[src/rtl/priority_mux_pkg.sv]
// Shared types and helpers for the priority arbitration mux.
// Latency: none (pure functions and types).
// Backpressure: not applicable.
package priority_mux_pkg;

  typedef enum logic {
    MODE_STRICT = 1'b0,
    MODE_AGING  = 1'b1
  } mode_e;

  // Widest priority field the helpers handle; callers truncate to their width.
  localparam int PRIO_MAX_W = 16;

  function automatic logic [PRIO_MAX_W-1:0] eff_prio(
    input logic [PRIO_MAX_W-1:0] prio,
    input logic                  aged,
    input mode_e                 mode,
    input int                    pw
  );
    logic [PRIO_MAX_W-1:0] ones;
    ones = '0;
    for (int b = 0; b < PRIO_MAX_W; b++) begin
      if (b < pw) ones[b] = 1'b1;
    end
    return (mode == MODE_AGING && aged) ? ones : prio;
  endfunction

  // (base + offset) mod n, valid for base < n and offset <= n.
  function automatic int unsigned rr_index(
    input int unsigned base,
    input int unsigned offset,
    input int unsigned n
  );
    int unsigned idx;
    idx = base + offset;
    if (idx >= n) idx = idx - n;
    return idx;
  endfunction

endpackage

[src/rtl/priority_pick.sv]
// Picks the highest effective-priority valid channel, ties round-robin after last_grant.
// Latency: combinational.
// Backpressure: none; the caller gates the grant.
module priority_pick
  import priority_mux_pkg::*;
#(
  parameter int N_SIGNALS        = 4,
  parameter int N_PRIORITY_WIDTH = 2,
  parameter int SEL_WIDTH        = $clog2(N_SIGNALS)
) (
  input  logic [N_SIGNALS-1:0]                  valid,
  input  logic [N_SIGNALS*N_PRIORITY_WIDTH-1:0] eff,
  input  logic [SEL_WIDTH-1:0]                  last_grant,
  output logic [SEL_WIDTH-1:0]                  pick,
  output logic                                  any_valid
);

  logic                        found;
  logic [N_PRIORITY_WIDTH-1:0] best;
  int unsigned                 idx;

  // Search order starts just after last_grant; strict '>' keeps the first
  // channel found among equals, which is the round-robin tie-break.
  always_comb begin
    pick  = '0;
    found = 1'b0;
    best  = '0;
    idx   = 0;
    for (int unsigned k = 1; k <= N_SIGNALS; k++) begin
      idx = rr_index(32'(last_grant), k, N_SIGNALS);
      if (valid[idx] && (!found || eff[idx*N_PRIORITY_WIDTH +: N_PRIORITY_WIDTH] > best)) begin
        found = 1'b1;
        best  = eff[idx*N_PRIORITY_WIDTH +: N_PRIORITY_WIDTH];
        pick  = SEL_WIDTH'(idx);
      end
    end
    any_valid = found;
  end

endmodule

[src/rtl/priority_arb_mux.sv]
// N-channel priority mux with round-robin tie-break and optional starvation aging.
// Latency: 1 cycle from input accept to out_valid; 1 word/cycle throughput.
// Backpressure: out_valid & !out_ready holds the output register and drops all in_ready.
module priority_arb_mux
  import priority_mux_pkg::*;
#(
  parameter int N_SIGNALS        = 4,
  parameter int N_SIGNAL_WIDTH   = 8,
  parameter int N_PRIORITY_WIDTH = 2,
  parameter int AGE_WIDTH        = 4,
  parameter int AGE_THRESHOLD    = 15,
  parameter int SEL_WIDTH        = $clog2(N_SIGNALS)
) (
  input  logic                                  clk,
  input  logic                                  rst,
  input  logic                                  mode,
  input  logic [N_SIGNALS-1:0]                  in_valid,
  input  logic [N_SIGNALS*N_SIGNAL_WIDTH-1:0]   in_data,
  input  logic [N_SIGNALS*N_PRIORITY_WIDTH-1:0] in_priority,
  output logic [N_SIGNALS-1:0]                  in_ready,
  output logic                                  out_valid,
  output logic [N_SIGNAL_WIDTH-1:0]             out_data,
  output logic [SEL_WIDTH-1:0]                  out_sel,
  output logic [N_PRIORITY_WIDTH-1:0]           out_priority,
  input  logic                                  out_ready
);

  localparam logic [AGE_WIDTH-1:0] AGE_MAX = AGE_WIDTH'(AGE_THRESHOLD);

  logic                                  load_en;
  logic                                  any_valid;
  logic                                  accept;
  logic [SEL_WIDTH-1:0]                  pick;
  logic [SEL_WIDTH-1:0]                  last_grant;
  logic [N_SIGNALS*N_PRIORITY_WIDTH-1:0] eff;
  logic [AGE_WIDTH-1:0]                  age [N_SIGNALS];
  logic [N_SIGNAL_WIDTH-1:0]             pick_data;
  logic [N_PRIORITY_WIDTH-1:0]           pick_prio;

  always_comb begin
    eff = '0;
    for (int i = 0; i < N_SIGNALS; i++) begin
      eff[i*N_PRIORITY_WIDTH +: N_PRIORITY_WIDTH] = N_PRIORITY_WIDTH'(
        eff_prio(PRIO_MAX_W'(in_priority[i*N_PRIORITY_WIDTH +: N_PRIORITY_WIDTH]),
                 age[i] == AGE_MAX, mode_e'(mode), N_PRIORITY_WIDTH));
    end
  end

  priority_pick #(
    .N_SIGNALS        (N_SIGNALS),
    .N_PRIORITY_WIDTH (N_PRIORITY_WIDTH),
    .SEL_WIDTH        (SEL_WIDTH)
  ) u_pick (
    .valid      (in_valid),
    .eff        (eff),
    .last_grant (last_grant),
    .pick       (pick),
    .any_valid  (any_valid)
  );

  assign load_en = !out_valid || out_ready;
  assign accept  = load_en && any_valid && !rst;

  // in_data only feeds the register input, never in_ready.
  always_comb begin
    in_ready  = '0;
    pick_data = '0;
    pick_prio = '0;
    for (int i = 0; i < N_SIGNALS; i++) begin
      if (SEL_WIDTH'(i) == pick) begin
        in_ready[i] = accept;
        pick_data   = in_data[i*N_SIGNAL_WIDTH +: N_SIGNAL_WIDTH];
        pick_prio   = eff[i*N_PRIORITY_WIDTH +: N_PRIORITY_WIDTH];
      end
    end
  end

  always_ff @(posedge clk) begin
    if (rst) begin
      out_valid    <= 1'b0;
      out_data     <= '0;
      out_sel      <= '0;
      out_priority <= '0;
      last_grant   <= SEL_WIDTH'(N_SIGNALS - 1);
      for (int i = 0; i < N_SIGNALS; i++) age[i] <= '0;
    end else begin
      if (accept) begin
        out_valid    <= 1'b1;
        out_data     <= pick_data;
        out_sel      <= pick;
        out_priority <= pick_prio;
        last_grant   <= pick;
      end else if (out_ready) begin
        out_valid <= 1'b0;
      end
      // Ages keep counting through output stalls.
      for (int i = 0; i < N_SIGNALS; i++) begin
        if (!in_valid[i] || (accept && pick == SEL_WIDTH'(i)) || mode == MODE_STRICT)
          age[i] <= '0;
        else if (age[i] < AGE_MAX)
          age[i] <= age[i] + 1'b1;
      end
    end
  end

endmodule

[config.mk]
export PLATFORM = sky130hd
export DESIGN_NAME = priority_arb_mux
export DESIGN_NICKNAME = d
export VERILOG_FILES = /design/src/rtl/priority_mux_pkg.sv /design/src/rtl/priority_pick.sv /design/src/rtl/priority_arb_mux.sv
export SDC_FILE = /design/constraint.sdc
export NUM_CORES = 1
export LEC_CHECK = 0
export BUFFER_PORTS_ARGS = -buffer_cell sky130_fd_sc_hd__buf_2
export CORE_MARGIN = 10
export CORE_UTILIZATION = 60
export DETAILED_ROUTE_END_ITERATION = 7
export GPL_TIMING_DRIVEN = 0
export PLACE_DENSITY = 0.95
export SETUP_SLACK_MARGIN = 0.3
export SLEW_MARGIN = 0
export SYNTH_ARGS = -nofsm -noshare
export SYNTH_HDL_FRONTEND = slang
export SYNTH_SLANG_ARGS = --single-unit
[constraint.sdc]
create_clock -name clk -period 9.7 [get_ports clk]
set_input_delay 1.455 -clock clk [delete_from_list [all_inputs] [get_ports clk]]
set_output_delay 1.455 -clock clk [all_outputs]
set_load 0.03 [all_outputs]
# Yosys cells after proc, flatten, opt, wreduce, memory -nomap -nowiden
# Memory sizes are Yosys's and may differ from the RTL's.
# Cells that the tools add are included.
# word_totals
mem_count	1
ramBits	16
output_inout_bits	17
register_bits	15
input_bits	48
# mem_list
memory	words	word_bits	rd	rd_ports_with_merged_regs	write_ports	line	source
age	4	4	4	0	4	priority_arb_mux.sv:36	logic [AGE_WIDTH-1:0] age [N_SIGNALS];
# classes
reduce_logical	36
add_sub_neg	12
order_cmp	15
shift	4
n_eq_ne	10
n_bitwise	9
mux	79
# op_table
op	n
$shiftx 8x33->2	4
$ge 32x3->1 const B	4
$lt 32x3->1 const B	4
$mux 32	4
$sub 32x3->32 const B	4
$mux 1	44
$mux 4	8
$mux 8	4
$mux 2	15
$add 4x1->4 const B	4
$eq 4x4->1 const B	4
$lt 4x4->1 const B	4
$logic_and 1x1->1	13
$logic_or 1x1->1	12
$logic_not 1->1	9
$bmux 1 s2	4
$or 1x1->1	8
$add 2x2->3 const B	2
$gt 2x2->1	3
$add 2x3->4 const B	1
$eq 2x2->1 const A	2
$eq 2x2->1 const B	2
$add 2x1->3 const B	1
$eq 1x2->1 const A	1
4 further kinds	4

# Longest topological paths before layout
# Gate-level depths: netlist of run 1.
# logic_depth
word_depth	28
depth_mapped	32
depth_no_buf	28

# Hierarchy
# A second synthesis of run 1 with hierarchy kept.
# hier_totals
cells_unflattened	238
area_unflattened_um2	2473.6
# by_module_without_submodules
mod	instances	area_each_um2	cells_each
priority_arb_mux	1	1716.6	153
priority_pick	1	757.0	85

# Least setup slack after synthesis of run 1
# No wires, ideal clock.
# synth_path
path_kind	input to output
startpoint	input port mode
endpoint	output port in_ready[3]
required_time_ns	8.245
path_slack_ns	1.861
t_arrival_ns	6.384
cell_stages	23
cell_sequence	clkbuf_1 a21oi_1 mux2_2 a221oi_1 ha_1 nand2_1 o21ai_0 a21oi_1 a21oi_1 a21oi_1 inv_1 ha_1 nor2b_1 o21a_1 o21ai_2 mux2i_1 ha_1 nor2b_1 a2bb2oi_1 o21a_4 a21oi_1 a21boi_4 nor3_1
# synth_via
elab_chain_len	19
elab_cells_between_ends	36
classes_between	order compare: 3; eq/ne: 1; shift: 4; mux: 14; reduce/logical: 14
# synth_rtl
item	line	source
start: declaration	priority_arb_mux.sv:16	input logic mode,
$logic_and 1x1->1	priority_mux_pkg.sv:25	return (mode == MODE_AGING && aged) ? ones : prio;
$mux 2	priority_mux_pkg.sv:25	
$shiftx 8x33->2	priority_pick.sv:33	best = eff[idx*N_PRIORITY_WIDTH +: N_PRIORITY_WIDTH];
$mux 2	priority_pick.sv:31	if (valid[idx] && (!found || eff[idx*N_PRIORITY_WIDTH +: N_PRIORITY_WIDTH] > best)) begin
$gt 2x2->1	priority_pick.sv:31	
$logic_or 1x1->1	priority_pick.sv:31	
$logic_and 1x1->1	priority_pick.sv:31	
$mux 2 or $mux 1 (tied branches)	priority_pick.sv:31	
(+2 left out)	-	
$logic_and 1x1->1	priority_pick.sv:31	
$mux 2 or $mux 1 (tied branches)	priority_pick.sv:31	
$gt 2x2->1 or $logic_not 1->1 (tied branches)	priority_pick.sv:31	
$logic_or 1x1->1	priority_pick.sv:31	
$logic_and 1x1->1	priority_pick.sv:31	
$mux 1	priority_pick.sv:31	
$logic_and 1x1->1 (2 in series)	priority_arb_mux.sv:62	assign accept = load_en && any_valid && !rst;
$mux 1 *	priority_arb_mux.sv:70	if (SEL_WIDTH'(i) == pick) begin
end: declaration	priority_arb_mux.sv:20	output logic [N_SIGNALS-1:0] in_ready,
# Mark *: on every way between the ends. The rest lies on a longest branch, timed or not.

# Final worst setup path of run 1
# layout_path
startpoint	register last_grant[0]
endpoint	output port in_ready[1]
# layout_via
elab_chain_len	21
elab_cells_between_ends	55
classes_between	add/sub: 8; order compare: 7; eq/ne: 1; shift: 4; mux: 24; reduce/logical: 11
# layout_rtl
item	line	source
start: declaration	priority_arb_mux.sv:34	logic [SEL_WIDTH-1:0] last_grant;
start signal: assignment	priority_arb_mux.sv:84	last_grant <= SEL_WIDTH'(N_SIGNALS - 1);
start signal: assignment	priority_arb_mux.sv:92	last_grant <= pick;
branches (longest 20 deep; another with $sub 32x3->32)	-	
$mux 1 *	priority_arb_mux.sv:70	
# Every way passes the cells marked *. The select of a mux whose other input is x is not followed.

==> flow_summary.yaml, run 1 <==
place:
  hpwl_mm: 8.03
  globalplace.congestion: 0.996
  numPortBuffers: 64
synth:
  synth_area_per_cell_um2: 8.74
  synth-edff-count: 16
  syn-instance-count: 379
  yosysSeqAreaShare: 0.236
  syn_area_um2: 3310
  synth_fp_nets: 440
  synth_ff_type: "edfxtp_1"
  synth_warnings: 0
  synth-async-reset-ratio: 0
  yosys-top-cells-area: "edfxtp_1, dfxtp_1, mux2i_1"
  synth_cell_types: 65
  yosys_register_bits: 31
  synth_top_area_cell: "edfxtp_1"
  yosysTopAreaCellShare: 0.145
clocking:
  cts_hold_buf: 0
  ctsResizeCount: 0
  cts_tree: "done"
  htree_num_levels: 2
  clock_sinks: 31
  postCtsSetupBuffers: 0
  numCtsBuffers: 5
  cts_buffer_depth: 2
  clk_latency_ns: 0.30
  clk_pin_slew_ns: 0.08
  clock-root-buffer: "clkbuf_8"
routing:
  drt-vias-per-instance: 7.13
  drtIter0Drc: 501
  wl_per_cell_um: 20.5
  drc: 0
  drt_wl_total_mm: 10.7
  route.vias.total: 3716
  dr.pass1.iters: 8
  route.antenna.remaining_nets: 0
sta:
  rsz0062_at_grt: "no"
  tns_ns: 0
  final_hold_viol_count: 0
  worst_slew_pin_slew_ns: 0.658
  fin_crit_sh: 0.905
  fin_crit_ns: 8.78
  relSlewSlack: 0.562
  fmax_mhz: 114
  skew_ns: 0.0115
  setup_violations: 0
  drv_slew: 0
hold_path:
  min_path_type: "flop to flop"
  hold_path.startpoint: "out_data[4]$_SDFFE_PP0P_"
  hold_depth: 2
  min_to: "out_data[4]$_SDFFE_PP0P_"
floorplan:
  rows: 26
  initial_core_util: 0.632
  die_width_um: 94.3
  design.core.area_um2: 5240
  dieHeight_um: 94.3
  dieArea_um2: 8890
  io_pins: 65
run:
  drv_cap: 0
setup_path:
  criticalPathCategory: "flop to primary output"
  regToRegSetupSlack_ns: 2.26
  regToRegStartpoint: "last_grant[0]$_SDFFE_PP1P_"
  critPathMaxStageDelay_ns: 0.43
  ff2ff_path_depth: 29
  crit_path_top_delay_cell: "dfxtp_1"
  worstPathArrival_ns: 7.33
  crit_path_start_kind: "flop"
  critical_path.endpoint_type: "primary output"
  cp.required_ns: 8.25
  critPathBufInv: 10
  r2r_end: "age[1][0]$_SDFFCE_PN0P_"
  crit_fanout: 11
  crit_family: "compound AO/OA/AOI/OAI gates"
cells_and_area:
  num_antenna_cells: 0
  final_cell_mix: "buf_2, nand2_1, a21oi_1"
  seq_area_um2: 781
  multiInputGateArea_um2: 2340
  fillers: 408
  drive_gt1_frac: 0.275
  syn2layout_area_growth_pct: 15.7
  nNetsFinal: 511
  final_common_cell: "buf_2"
grt:
  grt_pass1_vias: 3572
  grt_usage: 0.234
  grt_start_max_net_pins: 12
  antenna_found_initial: 0
  grt_pass1_wl_mm: 17.3
  grt-ovfl-total: 0
status:
  outcome: "completed"
-- Yosys cell counts (3+ instances only) --
cell	count
nand2_1	31
a22o_1	8
inv_2	3
o21ai_1	5
o21ai_0	15
a221oi_1	3
a22oi_1	3
o21ai_2	3
o211ai_1	10
a211oi_1	10
nor2_1	14
o221ai_1	16
nor3_1	23
mux4_2	5
a21oi_1	24
mux2_2	5
and3_1	4
o32ai_1	7
inv_1	7
a21o_1	4
xnor2_1	5
ha_1	13
a2bb2oi_1	4
nor2b_1	8
xor2_1	3
nand3_1	13
o221a_2	3
clkbuf_1	13
buf_2	7
edfxtp_1	16
and2_1	8
buf_4	3
o21a_1	6
mux2i_1	22
buf_6	4
dfxtp_1	15
-- worst max path at each step --
stage | start | to | slack, ns | cells past startpoint
after CTS | last_grant[0]$_SDFFE_PP1P_ | in_ready[1] | 1.04 | 30
after floorplan | mode | in_ready[3] | 1.86 | 23
after global placement | mode | in_ready[2] | 1.36 | 26
final | last_grant[0]$_SDFFE_PP1P_ | in_ready[1] | 0.92 | 30
after global routing | mode | in_ready[1] | 0.50 | 27
after detailed placement | mode | in_ready[1] | 1.18 | 27
-- kinds of logic after synthesis --
logic type	synth area share
fa+ha+maj	0.0491
compound gates	0.341
buf+inv	0.0582
flops	0.236
xor+xnor	0.0212
simple gates	0.178
mux	0.117
-- cell type report --
class	instances	share of cell area
multi-input cells	310	0.610
flip-flops and latches	31	0.204
repair buffers	64	0.0836
plain buffers	27	0.0395
well taps	70	0.0229
clock buffers	5	0.0180
clock inverters	3	0.0114
inverters	11	0.0108
-- routing by layer --
layer	GRT usage	up-vias	part of all wire
met5	0	-	0
li1	-	1647	-
met2	0.371	323	0.45
met3	0.0592	72	0.12
met1	0.284	1674	0.38
met4	0.125	0	0.045
-- sequential cells by signal, indices dropped and copies added, names as in the netlist --
signal,cells
out_sel,2
out_valid,1
age,16
last_grant,2
out_data,8
out_priority,2
-- through the flow --
step | utilization | hold slack (ns) | std cells | setup WS [ns] | cell area [um2]
after floorplan | - | 0.560 | 379 | 1.86 | 3310
after global placement | 0.710 | 0.451 | 513 | 1.36 | 3720
after detailed placement | 0.710 | 0.457 | 513 | 1.18 | 3720
after CTS | 0.732 | 0.483 | 521 | 1.04 | 3830
after global routing | 0.732 | 0.504 | 521 | 0.498 | 3830
final | 0.732 | 0.481 | 521 | 0.919 | 3830
-- worst reg2reg max path, delay by kind of cell (launching register included) --
kind	cells	cell delay, ns
compound gates	11	2.82
buf+inv	9	1.71
fa+ha+maj	4	1.29
mux	2	0.47
flops	1	0.43
simple gates	3	0.37
Power of run 1 is not shown: default switching activity piles up to over one toggle a cycle in this logic, so the estimate is an artifact.
==> run 2, diff against run 1 <==
==> constraint.sdc (replaced) <==
create_clock -name clk -period 10.8 [get_ports clk]
set_input_delay 1.08 -clock clk [delete_from_list [all_inputs] [get_ports clk]]
set_output_delay 1.08 -clock clk [all_outputs]
set_load 0.03 [all_outputs]
==> run 2 against run 1 <==
Compared with the run above: global-route usage up 0.13 points; setup slack improved by 1.5 ns; critical path type unchanged; clock skew decreased by 0.0028 ns; design area stayed put; clock-buffer cell count did not move; die area stayed put; wire length shrank 0.34%; final cell count unchanged; critical endpoint unchanged; largest cell class unchanged; highest routed layer unchanged; via count down 0.59%; core utilization stayed put; sequential share of layout area did not move.
==> flow_summary.yaml, run 2 (synthesized netlist as in run 1, its figures left out) <==
sta:
  whs_ns: 0.481
  skew_ns: 0.00870
  relSlewSlack: 0.537
  drv_slew: 0
  tns_ns: 0
  setup_violations: 0
  final_hold_viol_count: 0
  fmax_mhz: 119
  worst_slew_pin_slew_ns: 0.687
  fin_crit_ns: 8.42
  rsz0062_at_grt: "no"
  fin_crit_sh: 0.779
setup_path:
  crit_start: "last_grant[0]$_SDFFE_PP1P_"
  ff2ff_path_depth: 29
  critical_path.endpoint_type: "primary output"
  crit_path_start_kind: "flop"
  criticalPathCategory: "flop to primary output"
  regToRegSetupSlack_ns: 3.33
  worstPathArrival_ns: 7.34
  critPathMaxStageDelay_ns: 0.43
  crit_fanout: 11
  cp.required_ns: 9.72
  regToRegStartpoint: "last_grant[0]$_SDFFE_PP1P_"
  crit_path_top_delay_cell: "dfxtp_1"
cells_and_area:
  syn2layout_area_growth_pct: 15.7
  final_common_cell: "buf_2"
  largest_reg_flops: 16
  design_area_um2: 3830
  seq_area_um2: 781
  fillers: 408
  drive_gt1_frac: 0.275
  multiInputGateArea_um2: 2340
  stdcell_count: 521
  top_register: "age"
  num_antenna_cells: 0
  nNetsFinal: 511
  reg_top3: "age (16), out_data (8)"
  final_cell_mix: "buf_2, nand2_1, a21oi_1"
place:
  globalplace.congestion: 0.996
  dp_cells: 513
  numPortBuffers: 64
  hpwl_mm: 8.03
  place_area_um2: 3720
routing:
  dr.pass1.iters: 6
  met2_length_mm: 4.74
  drtIter0Drc: 425
  drt-met1-wl_mm: 4.07
  wl_met3_mm: 1.33
  drc: 0
  drt_wl_total_mm: 10.6
  route.vias.total: 3694
  highest_layer: "met4"
  route.antenna.remaining_nets: 0
  drt-vias-per-instance: 7.09
  wl_per_cell_um: 20.4
clocking:
  ctsResizeCount: 0
  cts_buffer_depth: 2
  clock-root-buffer: "clkbuf_8"
  clk_pin_slew_ns: 0.08
  htree_num_levels: 2
  clock_sinks: 31
  numCtsBuffers: 5
  postCtsSetupBuffers: 0
  cts_tree: "done"
  cts_hold_buf: 0
  clk_latency_ns: 0.29
floorplan:
  rows: 26
  design.core.area_um2: 5240
  dieHeight_um: 94.3
  initial_core_util: 0.632
  dieArea_um2: 8890
  io_pins: 65
  die_width_um: 94.3
hold_path:
  hold_depth: 2
  hold_path.startpoint: "out_data[4]$_SDFFE_PP0P_"
  min_path_type: "flop to flop"
grt:
  grt_usage: 0.236
  grt_pass1_vias: 3579
  antenna_found_initial: 0
  grt-ovfl-total: 0
  grt_start_max_net_pins: 12
  grt_pass1_wl_mm: 17.3
run:
  drv_cap: 0
status:
  outcome: "completed"
## run 2: cell counts in the layout (fill, tap and decap cells not counted)
Identical to the previous run, type by type.
## run 2: area by class of cell
type,instances,area share
timing repair buffer,64,0.0836
inverter,11,0.0108
clock inverter,3,0.0114
clock buffer,5,0.0180
tap,70,0.0229
buffer,27,0.0395
sequential,31,0.204
multi-input combinational,310,0.610
## run 2: layer usage
layer  vias up  GRT usage
met3        75     0.0584
met2       321      0.374
li1       1638          -
met1      1660      0.288
met5         -          0
met4         0      0.120
## run 2: critical path, delay by kind of cell (launching register included)
family | cells | cell delay, ns
AO/OA/AOI/OAI | 10 | 2.41
adder cells (fa/ha/maj) | 4 | 1.29
buffers and inverters | 10 | 1.93
flip-flops | 1 | 0.43
multiplexers | 2 | 0.47
AND/OR/NAND/NOR | 4 | 0.51
## run 2: path summary, 6_finish.rpt
check,endpoint
hold reg to reg,out_data[4]$_SDFFE_PP0P_
setup reg to reg,age[1][3]$_SDFFCE_PN0P_
hold / removal,out_data[4]$_SDFFE_PP0P_
setup / recovery,in_ready[1]
## run 2: per-stage QoR
stage | utilization | worst slack, ns
global placement | 0.710 | 3.13
finish | 0.732 | 2.38
CTS | 0.732 | 2.52
global route | 0.732 | 2.00
floorplan | - | 3.59
detailed placement | 0.710 | 2.92
Power of run 2 is left out for the same reason.
==> run 3, diff against run 2 <==
Settings changed: ABC_AREA set to 1, CORE_UTILIZATION 60 to 53, PLACE_DENSITY 0.95 to 0.91.
Clock period 10.8 ns to 7.75 ns, I/O delays scaled along.
==> run 3 against run 2 <==
Compared with the run above: global-route usage shrank 5.9 points; design area fell by 22%; setup slack got worse by 1.1 ns; sequential share of layout area increased by 5.9 points; via count shrank 27%; critical path depth up 9; first-iteration DRC count shrank 55%; critical path type unchanged; critical endpoint is now in_ready[2]; highest routed layer unchanged.
==> flow_summary.yaml, run 3 <==
status:
  outcome: "completed"
setup_path:
  critical_path.endpoint_type: "primary output"
  crit_path_top_delay_cell: "ha_1"
  worstPathArrival_ns: 5.68
  crit_top_cell: "nand2_2"
  ff2ff_path_depth: 37
  crit_path_start_kind: "flop"
  r2r_end: "age[0][3]$_SDFFCE_PN0P_"
  critPathMaxStageDelay_ns: 0.38
  regToRegStartpoint: "last_grant[0]$_SDFFE_PP1P_"
  cp.required_ns: 6.97
  criticalPathCategory: "flop to primary output"
  crit_fanout: 11
  regToRegSetupSlack_ns: 2.00
clocking:
  clk_pin_slew_ns: 0.07
  clock-root-buffer: "clkbuf_8"
  cts_hold_buf: 0
  cts_buffer_depth: 2
  htree_num_levels: 2
  numCtsBuffers: 5
  clk_latency_ns: 0.29
  ctsResizeCount: 0
  clock_sinks: 31
  cts_tree: "done"
  postCtsSetupBuffers: 0
routing:
  dr.pass1.iters: 5
  wl_per_cell_um: 14.3
  drt_wl_total_mm: 6.85
  route.vias.total: 2679
  route.antenna.remaining_nets: 0
  drtIter0Drc: 190
  drc: 0
  drt-vias-per-instance: 5.60
grt:
  grt_start_max_net_pins: 12
  grt-ovfl-total: 0
  grt_pass1_vias: 2625
  grt_usage: 0.177
  grt_pass1_wl_mm: 11.3
  antenna_found_initial: 0
floorplan:
  design.core.area_um2: 4440
  die_width_um: 88.3
  initial_core_util: 0.556
  rows: 24
  io_pins: 65
  dieArea_um2: 7800
  dieHeight_um: 88.3
sta:
  fin_crit_ns: 6.46
  relSlewSlack: 0.688
  setup_violations: 0
  worst_slew_pin_slew_ns: 0.469
  fin_crit_sh: 0.833
  tns_ns: 0
  rsz0062_at_grt: "no"
  worst_slack_ns: 1.29
  fmax_mhz: 155
  skew_ns: 0.00411
  final_hold_viol_count: 0
  drv_slew: 0
cells_and_area:
  top_register: "age"
  multiInputGateArea_um2: 1460
  final_cell_mix: "nand2_1, buf_2, nand3_1"
  final_common_cell: "nand2_1"
  num_antenna_cells: 0
  reg_top3: "age (16), out_data (8)"
  largest_reg_flops: 16
  design_area_um2: 2980
  fillers: 368
  syn2layout_area_growth_pct: 20.3
  drive_gt1_frac: 0.258
  seq_area_um2: 781
  nNetsFinal: 486
synth:
  yosysTopAreaCellShare: 0.194
  syn-instance-count: 354
  synth-edff-count: 16
  synth_fp_nets: 415
  syn_area_um2: 2470
  synth_warnings: 0
  synth_area_per_cell_um2: 6.98
  yosysMostFrequentCell: "nand2_1"
  synth_ff_type: "edfxtp_1"
  synth_cell_types: 33
  yosys-top-cells-area: "edfxtp_1, nand2_1, dfxtp_1"
  synth-async-reset-ratio: 0
  yosys-top-cells-count: "nand2_1, nand3_1, inv_1"
  yosys_register_bits: 31
  synth_top_area_cell: "edfxtp_1"
  yosysSeqAreaShare: 0.316
place:
  post-place-ws_ns: 1.51
  hpwl_mm: 5.35
  globalplace.congestion: 0.895
  numPortBuffers: 64
  place_area_um2: 2860
hold_path:
  hold_depth: 2
  hold_path.startpoint: "out_data[1]$_SDFFE_PP0P_"
  min_to: "out_data[1]$_SDFFE_PP0P_"
  min_path_type: "flop to flop"
run:
  drv_cap: 0
[run 3: cell count changes after synthesis, sizes merged, moves of 13 or more]
cell	change
nor2	+21
o221ai	-16
inv	+31
mux2i	-21
nor3	-22
nand3	+27
a211oi	-13
nand2	+71
nand4	+15
[run 3: how the worst max path moves through the flow]
stage | start | end | slack (ns) | cells past startpoint
6_report | last_grant[0]$_SDFFE_PP1P_ | in_ready[2] | 1.29 | 39
3_5_place_dp | mode | in_ready[2] | 1.51 | 39
4_1_cts | last_grant[1]$_SDFFE_PP1P_ | in_ready[2] | 1.39 | 38
3_3_place_gp | mode | in_ready[2] | 1.57 | 38
2_1_floorplan | last_grant[0]$_SDFFE_PP1P_ | in_ready[0] | 2.25 | 35
5_1_grt | last_grant[1]$_SDFFE_PP1P_ | in_ready[2] | 0.80 | 38
[run 3: critical path: cells and delay by family, from the launching register on]
| family | cells | cell delay [ns] |
|---|---|---|
| adders and majority gates | 4 | 1.26 |
| AOI/OAI and AO/OA | 7 | 1.16 |
| DFF | 1 | 0.36 |
| and+or+nand+nor | 16 | 1.38 |
| buffers and inverters | 12 | 1.23 |
[run 3: area by class of cell]
cell class                      count  area share
Tap cell                           52      0.0219
Clock inverter                      2      0.0118
Inverter                           41      0.0517
Multi-Input combinational cell    271       0.490
Sequential cell                    31       0.262
Buffer                             11      0.0265
Timing Repair Buffer               64       0.108
Clock buffer                        6      0.0278
[run 3: logic make-up (layout without fill, tap and decap cells)]
| kind of cell | after synthesis | count (layout) | share of synthesized area |
|---|---|---|---|
| AND/OR/NAND/NOR | 204 | 204 | 0.397 |
| buffers and inverters | 52 | 124 | 0.0941 |
| AO/OA/AOI/OAI | 45 | 45 | 0.0951 |
| flip-flops | 31 | 31 | 0.316 |
| adder cells (fa/ha/maj) | 13 | 13 | 0.0658 |
| XOR/XNOR | 8 | 8 | 0.0283 |
| multiplexers | 1 | 1 | 0.00405 |
[run 3: metrics by stage]
| step | cells | utilization | hold slack [ns] |
|---|---|---|---|
| floorplan | 354 | - | 0.560 |
| global placement | 470 | 0.643 | 0.450 |
| detailed placement | 470 | 0.643 | 0.457 |
| CTS | 478 | 0.669 | 0.468 |
| global route | 478 | 0.669 | 0.493 |
| finish | 478 | 0.669 | 0.466 |
[run 3: routing by layer]
layer | global-route usage | vias to the layer above | wire length, um
li1 | - | 1311 | -
met1 | 0.212 | 1244 | 2960
met2 | 0.296 | 107 | 3290
met3 | 0.0469 | 17 | 496
met4 | 0.0661 | 0 | 106
met5 | 0 | - | 0
Power of run 3 is left out for the same reason.
